## src/rtl/seq_detect_param.sv

```systemverilog
// rtl/seq_detect_param.sv - runtime-loadable serial pattern detector with toggle and saturating count
module seq_detect_param #(
  parameter int                 PAT_W   = 3,
  parameter logic [PAT_W-1:0]   PATTERN = 3'b110,
  parameter int                 CNT_W   = 8
) (
  input  logic             clk,
  input  logic             rst,
  input  logic             in_valid,
  input  logic             in_bit,
  input  logic             overlap_en,
  input  logic             pat_load,
  input  logic [PAT_W-1:0] pat_in,
  input  logic             cnt_clr,
  output logic             match,
  output logic             out,
  output logic [CNT_W-1:0] match_cnt,
  output logic             cnt_sat
);

  localparam int               FW   = $clog2(PAT_W + 1);
  localparam logic [FW-1:0]    FULL = FW'(PAT_W);
  localparam logic [CNT_W-1:0] ONES = '1;

  logic [PAT_W-1:0] pat_reg, pat_nxt;
  logic [PAT_W-1:0] sr, sr_nxt, sr_shift;
  logic [FW-1:0]    fill, fill_nxt, fill_inc;
  logic [CNT_W-1:0] cnt_base, cnt_nxt;
  logic             sat_base, sat_nxt;
  logic             accept, hit;

  always_comb begin
    sr_shift = {sr[PAT_W-2:0], in_bit};
    fill_inc = (fill == FULL) ? fill : fill + FW'(1);
    accept   = in_valid & ~pat_load;
    hit      = accept && (sr_shift == pat_reg) && (fill_inc == FULL);

    pat_nxt  = pat_reg;
    sr_nxt   = sr;
    fill_nxt = fill;
    if (pat_load) begin
      pat_nxt  = pat_in;
      sr_nxt   = '0;
      fill_nxt = '0;
    end else if (accept) begin
      sr_nxt   = sr_shift;
      // Non-overlap restarts the fill so the next match needs a full fresh pattern.
      fill_nxt = (hit && !overlap_en) ? '0 : fill_inc;
    end

    // A clear on the same edge as a match leaves exactly that match counted.
    cnt_base = cnt_clr ? '0 : match_cnt;
    sat_base = cnt_clr ? 1'b0 : cnt_sat;
    cnt_nxt  = cnt_base;
    if (hit && (cnt_base != ONES)) cnt_nxt = cnt_base + CNT_W'(1);
    sat_nxt  = sat_base | (cnt_nxt == ONES);
  end

  always_ff @(posedge clk) begin
    if (!rst) begin
      pat_reg   <= PATTERN;
      sr        <= '0;
      fill      <= '0;
      match     <= 1'b0;
      out       <= 1'b0;
      match_cnt <= '0;
      cnt_sat   <= 1'b0;
    end else begin
      pat_reg   <= pat_nxt;
      sr        <= sr_nxt;
      fill      <= fill_nxt;
      match     <= hit;
      if (hit) out <= ~out;
      match_cnt <= cnt_nxt;
      cnt_sat   <= sat_nxt;
    end
  end

endmodule

```

## config.mk

```make
export PLATFORM = sky130hd
export DESIGN_NAME = seq_detect_param
export DESIGN_NICKNAME = d
export VERILOG_FILES = /design/src/rtl/seq_detect_param.sv
export SDC_FILE = /design/constraint.sdc
export NUM_CORES = 1
export LEC_CHECK = 0
export ABC_AREA = 0
export BUFFER_PORTS_ARGS = -buffer_cell sky130_fd_sc_hd__buf_4
export CAP_MARGIN = 20
export CORE_AREA = 3 3 43 64
export CTS_BUF_LIST = sky130_fd_sc_hd__clkbuf_8
export DETAILED_ROUTE_END_ITERATION = 12
export DIE_AREA = 0 0 46 67
export SLEW_MARGIN = 20
export SYNTH_ARGS = -nofsm -noshare
export SYNTH_HDL_FRONTEND = slang
export SYNTH_SLANG_ARGS = --single-unit
```

## constraint.sdc

```tcl
create_clock -name clk -period 2 [get_ports clk]
set_input_delay 0.6 -clock clk [delete_from_list [all_inputs] [get_ports clk]]
set_output_delay 0.6 -clock clk [all_outputs]
set_load 0.02 [all_outputs]
```

After elaboration in Yosys (flattened, before gate mapping)
Cells that the tools add are included.
- flip-flop bits (word level): 18
- output and inout port bits: 11
- input bits: 10
- equal/unequal tests: 5
- muxes and demuxes: 5
- reductions and logical operators: 6
- add/subtract/negate cells: 2
- bitwise logic cells: 5
- operators by type and width (operator ; count):
    $mux 8 ; 2
    $add 8x1->8 const B ; 1
    $eq 8x8->1 const B ; 1
    $ne 8x8->1 const B ; 1
    $eq 2x2->1 const B ; 2
    $logic_and 1x1->1 ; 4
    $mux 2 ; 2
    $eq 3x3->1 ; 1
    $not 1->1 ; 3
    $add 2x1->2 const B ; 1
    $reduce_or 2->1 ; 1
    $and 1x1->1 ; 1
    $logic_not 1->1 ; 1
    $mux 1 ; 1
    $or 1x1->1 ; 1

Depth between registers and ports, before layout
Gate-level depths: netlist (run 1).
- depth after elaboration: 8
- gate-level depth with buffers: 6
- gate-level depth less buffers: 5

Least setup slack after synthesis (run 1)
OpenSTA, ideal clock, no wires.
- path type: input to register
- start point: in cnt_clr
- end point: reg match_cnt[4]
- arrival time: 1.669 ns
- cell stages on the path: 5
- setup slack: 0.265 ns
- path through: nand4b_4 > nor3_4 > nor2_4 > a311o_1 > a21oi_2
- longest elaborated chain between the ends: 4
- ends and longest elaborated chain (what ; RTL line ; RTL):
    start, declared ; 14 ; input logic cnt_clr,
    $mux 8 (*) ; 52 ; cnt_base = cnt_clr ? '0 : match_cnt;
    parallel branches: the longest is 2 deep, another holds $add 8x1->8 ; - ;
    $mux 8 (*) ; 55 ; if (hit && (cnt_base != ONES)) cnt_nxt = cnt_base + CNT_W'(1);
    end signal, assigned ; 74 ; match_cnt <= cnt_nxt;
    end, declared ; 17 ; output logic [CNT_W-1:0] match_cnt,
Mark *: on every way between the ends.
A chain may end at the register's enable or synchronous reset.

Worst setup path after layout (run 1)
- start point: in in_bit
- end point: reg cnt_sat
- longest elaborated chain between the ends: 7
- ends and longest elaborated chain (what ; RTL line ; RTL):
    start, declared ; 10 ; input logic in_bit,
    $eq 3x3->1 ; 36 ; hit = accept && (sr_shift == pat_reg) && (fill_inc == FULL);
    $logic_and 1x1->1 (2 in series) ; 36 ;
    $logic_and 1x1->1 ; 55 ;
    $mux 8 ; 55 ;
    $eq 8x8->1 ; 56 ; sat_nxt = sat_base | (cnt_nxt == ONES);
    $or 1x1->1 ; 56 ;
    end signal, assigned ; 75 ; cnt_sat <= sat_nxt;
    end, declared ; 18 ; output logic cnt_sat
No other way between the ends.

==> results.py, run 1 <==
metrics = {
    "timing": {
        "tightest_slew_ps": 308.9,
        "setup_violations": 0,
        "skew_ps": 2.872,
        "drv_slew": 0,
        "finalSetupTns_ps": 0,
        "fin_ws_ps": 302.4,
        "post-route-period-util": 0.8488,
        "max_freq_mhz": 589.1,
        "max_slew_margin": 0.7922,
        "min_period_ps": 1698,
        "rsz0062_at_grt": "no",
        "finalHoldViolCount": 0,
        "holdWs_ps": 455.1,
    },
    "die": {
        "die_h_um": 67,
        "initial_core_util": 0.3942,
        "core_area_um2": 2260,
        "die_area_um2": 3082,
        "die_width_um": 46,
        "core.rowCount": 21,
        "ios": 21,
    },
    "clock_tree": {
        "cts_buffer_depth": 2,
        "cts_num_sinks": 18,
        "cts_root_buf": "clkbuf_8",
        "post_cts_buffers": 0,
        "cts-hold-fix-buffers": 0,
        "cts-resized-gates": 0,
        "h-tree-depth": 1,
        "cts_tree": "done",
        "cts_buffers": 3,
        "clock_latency_ps": 260,
        "clk_pin_slew_ps": 70,
    },
    "finish": {
        "utilization": 0.5028,
        "fin_cells": 140,
        "largest_register_ffs": 8,
        "final_design_area_no_fill_um2": 1136,
        "n_antenna_cell": 0,
        "regArea_um2": 360.3,
        "multi_input_area_um2": 500.5,
        "area_growth_syn_to_layout_pct": 27.53,
        "nFillCells": 217,
        "fin_nets": 128,
        "drive_gt1_frac": 0.3077,
    },
    "yosys": {
        "ys.flop_type": "dfxtp_1",
        "syn_area_um2": 890.9,
        "synth_edf_count": 0,
        "synthArstFlopShare": 0,
        "postSynthAreaPerCell_um2": 9.790,
        "ys_ff_latch": 18,
        "synth_top_family_by_area": "simple AND/OR/NAND/NOR gates",
        "synth.area.mux_share": 0.05618,
        "synth_simple_gate_area_frac": 0.3202,
        "synth_warnings": 0,
        "syn-num-nets": 101,
        "synth_fa_ha_area_frac": 0,
        "synthXorXnorAreaFrac": 0.07725,
        "syn_inst": 91,
        "synth_compound_area_frac": 0.1081,
        "synth_cell_types": 37,
        "ys_seq_area_frac": 0.4045,
    },
    "critical_path": {
        "worstSetupPathType": "input port to flop",
        "crit_required_ps": 2150,
        "cp_data_arrival_time_ps": 1840,
        "end_kind": "flop",
        "path_max_fanout": 12,
        "cp-start-kind": "input port",
    },
    "route": {
        "vias": 720,
        "finalWirelength_mm": 1.767,
        "viasPerCell": 5.143,
        "drtIter0Drc": 19,
        "route.detailed.drc": 0,
        "routedWlPerCell_um": 12.62,
        "dr.pass1.iters": 3,
        "ant_nets": 0,
    },
    "place": {
        "gp_congestion": 0.8185,
        "place_area_um2": 1081,
        "port_buffers": 20,
        "hpwl_mm": 1.356,
        "preCtsSetupSlack_ps": 19.73,
        "dp_cells": 136,
    },
    "grt": {
        "grtUsageMet1": 0.1634,
        "grt_pass1_wl_mm": 3.008,
        "grtUsageMet2": 0.2121,
        "use_met3": 0.03243,
        "grt_usage": 0.1388,
        "top_usage_layer": "met2",
        "grt_pass1_vias": 657,
        "antenna_found_initial": 0,
        "grt_max_degree": 13,
        "grt_overflow": 0,
    },
    "power": {
        "p_leak_nw": 0.4950,
        "max-vdd-ir-drop_mv": 0.3613,
        "p_total_mw": 0.7165,
        "pwr_density_cell_nw_per_um2": 630.6,
    },
    "run": {
        "maxCapViolCount": 0,
    },
    "status": {
        "status": "finished, final reports clean",
    },
    "min_path": {
        "hold_path.class": "flop to flop",
    },
}
## power breakdown
group	internal [mW]	switching, mW	leakage, nW
registers	0.364	0.00416	0.146
clock network	0.175	0.124	0.0288
logic	0.0260	0.0228	0.320
total	0.565	0.151	0.495
## Yosys cell counts (all sizes together), types with 2 or more instances
library cell  instances  area [um^2]
nor3                  3        31.28
mux2i                 5        50.05
nand2b                5        31.28
nor4                  3        33.78
nand4                 2        27.53
dfxtp                18        360.4
nand4b                2        32.53
xnor2                 6        60.06
nand2                 6        22.52
nor2                 14        60.06
o21ai                 2        10.01
inv                   5        18.76
a21oi                 5        28.78
## layout make-up
type / count / area share
flip-flops and latches: 18 / 0.3172
multi-input cells: 67 / 0.4405
clock buffers: 4 / 0.04846
inverters: 5 / 0.01652
well taps: 23 / 0.02533
repair buffers: 23 / 0.1520
## kinds of logic (layout without fill, tap and decap cells)
| logic type | count (synthesis) | count (layout) |
|---|---|---|
| buf+inv | 6 | 32 |
| xor+xnor | 7 | 7 |
| simple gates | 41 | 41 |
| mux | 5 | 5 |
| flops | 18 | 18 |
| compound gates | 14 | 14 |
## worst paths after layout
kind | startpoint | endpoint | slack [ps] | cells past startpoint
worst max-delay path | in_bit | cnt_sat$_SDFF_PN0_ | 300 | 6
worst min-delay path | cnt_sat$_SDFF_PN0_ | cnt_sat$_SDFF_PN0_ | 460 | 2
worst max register to register | sr[0]$_SDFFE_PP0P_ | cnt_sat$_SDFF_PN0_ | 400 | 5
worst min register to register | cnt_sat$_SDFF_PN0_ | cnt_sat$_SDFF_PN0_ | 460 | 2
## metal layers
| metal | up-vias | share of wire |
|---|---|---|
| li1 | 380 | - |
| met1 | 323 | 0.44 |
| met2 | 13 | 0.49 |
| met3 | 4 | 0.047 |
| met4 | 0 | 0.025 |
| met5 | - | 0 |
## placed cells by master, fill, tap and decap left out, types with 2 or more instances in the layout
cell type and instances:
a21oi_1 4, buf_4 23, clkbuf_8 4, dfxtp_1 18, inv_1 4, mux2i_1 5, nand2_1 6, nand2b_1 5
nor2_1 13, nor4_1 2, o21ai_1 2, xnor2_1 5
## critical path: stages
cell	delay, ps
buf_4	120
xnor2_1	240
nand4_4	260
nor4_1	390
nand4b_1	170
o31ai_1	60
Power figures use the tool's default switching activity.
==> run 2: changes to the inputs <==
--- a/config.mk
+++ b/config.mk
@@ -5,13 +5,13 @@
 export SDC_FILE = /design/constraint.sdc
 export NUM_CORES = 1
 export LEC_CHECK = 0
-export ABC_AREA = 0
+export ABC_AREA = 1
 export BUFFER_PORTS_ARGS = -buffer_cell sky130_fd_sc_hd__buf_4
 export CAP_MARGIN = 20
-export CORE_AREA = 3 3 43 64
+export CORE_AREA = 3 3 46 69
 export CTS_BUF_LIST = sky130_fd_sc_hd__clkbuf_8
 export DETAILED_ROUTE_END_ITERATION = 12
-export DIE_AREA = 0 0 46 67
+export DIE_AREA = 0 0 49 72
 export SLEW_MARGIN = 20
 export SYNTH_ARGS = -nofsm -noshare
 export SYNTH_HDL_FRONTEND = slang
==> constraint.sdc (replaced) <==
create_clock -name clk -period 1.6 [get_ports clk]
set_input_delay 0.48 -clock clk [delete_from_list [all_inputs] [get_ports clk]]
set_output_delay 0.48 -clock clk [all_outputs]
set_load 0.02 [all_outputs]
==> run 2 against run 1 <==
Combinational power grew 100%. Register-to-register slack lost 340 ps. Routed wire length grew 76%. Sequential power grew 26%. First-iteration DRC count grew 11%. Via count grew 77%. Clock skew is essentially flat. Final area grew 43%. Setup slack lost 240 ps. Final cell count grew 94%. Worst hold slack lost 5.0 ps. Largest cell class unchanged. Largest power group unchanged.
==> results.py, run 2 <==
metrics = {
    "clock_tree": {
        "clk_pin_slew_ps": 70,
        "cts_num_sinks": 18,
        "cts_root_buf": "clkbuf_8",
        "cts_buffer_depth": 2,
        "h-tree-depth": 1,
        "cts-hold-fix-buffers": 0,
        "cts_tree": "done",
        "clock_latency_ps": 260,
        "cts_buffers": 3,
    },
    "timing": {
        "drv_slew": 0,
        "tightest_slew_ps": 259.3,
        "setup_violations": 0,
        "rsz0062_at_grt": "yes",
        "holdWs_ps": 450.1,
        "finalSetupTns_ps": 0,
        "post-route-period-util": 0.9623,
        "skew_ps": 3.301,
        "min_period_ps": 1540,
        "max_slew_margin": 0.8267,
        "finalHoldViolCount": 0,
        "max_freq_mhz": 649.5,
    },
    "yosys": {
        "ys.flop_type": "dfxtp_1",
        "synth_top_area_frac": 0.3449,
        "ys_ff_latch": 18,
        "synth_edf_count": 0,
        "synth_cell_types": 17,
        "postSynthAreaPerCell_um2": 6.004,
        "ys_seq_area_frac": 0.3449,
        "synth_area_leaders": "dfxtp_1 (34%), nand2_1 (21%), nor2_1 (11%), inv_1 (7.5%), a21oi_1 (7.2%)",
        "syn_area_um2": 1045,
        "synth_warnings": 0,
        "synth.most_common_cell": "nand2_1",
        "syn-num-nets": 184,
        "synth_top_cell_by_area": "dfxtp_1",
        "synth_commonest_cells": "nand2_1 (58), nor2_1 (32), inv_1 (21)",
        "synthArstFlopShare": 0,
        "syn_inst": 174,
    },
    "grt": {
        "top_usage_layer": "met2",
        "grt_usage": 0.1880,
        "grt_max_degree": 11,
        "grt_overflow": 0,
        "use_met3": 0.02259,
        "grt_pass1_vias": 1251,
        "antenna_found_initial": 0,
        "grtUsageMet2": 0.3797,
        "grt_pass1_wl_mm": 5.106,
        "grtUsageMet1": 0.1760,
    },
    "place": {
        "place_area_um2": 1460,
        "hpwl_mm": 2.435,
        "gp_congestion": 0.9401,
        "port_buffers": 20,
    },
    "route": {
        "vias": 1275,
        "route.detailed.drc": 0,
        "finalWirelength_mm": 3.109,
        "routedWlPerCell_um": 11.43,
        "viasPerCell": 4.688,
        "dr.pass1.iters": 5,
        "ant_nets": 0,
        "drtIter0Drc": 21,
    },
    "critical_path": {
        "timing.rr.start": "pat_reg[0]$_SDFFE_PN0P_",
        "cp_data_arrival_time_ps": 1740,
        "r2r_slack_ps": 60,
        "cp-start-kind": "input port",
        "crit_required_ps": 1800,
        "worstSetupPathType": "input port to flop",
        "path_max_fanout": 5,
        "end_kind": "flop",
        "r2r_end": "cnt_sat$_SDFF_PN0_",
        "r2r_cells": 11,
    },
    "min_path": {
        "min_to": "pat_reg[2]$_SDFFE_PN1P_",
        "hp-start": "pat_in[2]",
        "hold_path.class": "input port to flop",
        "holdPathStages": 3,
    },
    "power": {
        "pwr_density_cell_nw_per_um2": 582.0,
        "max-vdd-ir-drop_mv": 0.4871,
        "p_total_mw": 0.9423,
        "p_leak_nw": 0.7719,
    },
    "die": {
        "core.rowCount": 23,
        "ios": 21,
        "die_width_um": 49,
        "initial_core_util": 0.3904,
        "die_area_um2": 3528,
        "die_h_um": 72,
        "core_area_um2": 2676,
    },
    "finish": {
        "drive_gt1_frac": 0.3915,
        "n_antenna_cell": 0,
        "final_design_area_no_fill_um2": 1619,
        "largest_register_ffs": 8,
        "final_common_cell": "buf_4",
        "fin_nets": 246,
        "area_growth_syn_to_layout_pct": 54.97,
        "layout_common_cells": "buf_4 (58), nand2_1 (54), nor2_1 (27)",
    },
    "run": {
        "maxCapViolCount": 0,
    },
    "status": {
        "status": "finished, final reports clean",
    },
}
==> run 2: layout make-up <==
cell class / instances / area [um^2]
fill: 264 / 1057
multi-input combinational: 132 / 630.6
timing repair buffer: 58 / 435.4
sequential: 18 / 365.4
inverter: 23 / 86.33
clock buffer: 4 / 55.05
tap: 37 / 46.29
==> run 2: report_power, final <==
| group | total, mW | internal [mW] | switching (mW) | leakage, nW |
|---|---|---|---|---|
| Sequential | 0.463 | 0.457 | 0.00606 | 0.147 |
| Combinational | 0.0976 | 0.0479 | 0.0497 | 0.596 |
| Clock | 0.382 | 0.219 | 0.163 | 0.0288 |
==> run 2: logic make-up after synthesis <==
| logic type | synth area share |
|---|---|
| flops | 0.3449 |
| simple gates | 0.4311 |
| buf+inv | 0.09581 |
| compound gates | 0.1281 |
==> run 2: worst max-delay path, stage by stage <==
cell	delay, ps
buf_4	130
buf_4	130
nor2_1	150
nand2_1	90
nor2_2	140
nor2_1	60
nor2_1	80
nand2_1	80
nand2_1	90
nand2_1	50
nor2_1	80
nand2_1	60
a21oi_2	100
==> run 2: layer usage <==
metal  share of wire  vias up  wire [um]
met5               0        -          0
met4           0.023        0         72
met3           0.038        6        119
met2            0.60       38       1874
met1            0.34      570       1042
li1                -      661          -
==> run 2: stage by stage <==
| stage | std cells | utilization | setup slack [ps] |
|---|---|---|---|
| finish | 272 | 0.6050 | 60.32 |
| global route | 272 | 0.6050 | -63.16 |
| CTS | 265 | 0.5662 | 1.009 |
| detailed placement | 261 | 0.5456 | -220.6 |
| global placement | 261 | 0.5456 | -202.8 |
| floorplan | 174 | - | 100.8 |
==> run 2: worst max-delay path by stage <==
| stage | start | endpoint | slack [ps] | cells past startpoint |
|---|---|---|---|---|
| 6_report | cnt_clr | cnt_sat$_SDFF_PN0_ | 60 | 13 |
| 5_1_grt | cnt_clr | cnt_sat$_SDFF_PN0_ | -60 | 13 |
| 4_1_cts | pat_reg[0]$_SDFFE_PN0P_ | cnt_sat$_SDFF_PN0_ | 1 | 11 |
| 3_5_place_dp | pat_load | cnt_sat$_SDFF_PN0_ | -220 | 10 |
| 3_3_place_gp | pat_load | cnt_sat$_SDFF_PN0_ | -200 | 12 |
| 2_1_floorplan | cnt_clr | cnt_sat$_SDFF_PN0_ | 100 | 11 |
==> run 2: timing repair <==
item                                    4_1_cts  5_1_grt
endpoints found under the hold margin         0        0
pin swaps                                     1        9
buffers inserted                              0        7
endpoints found under the setup margin        1        2
gates resized for setup                       0       22
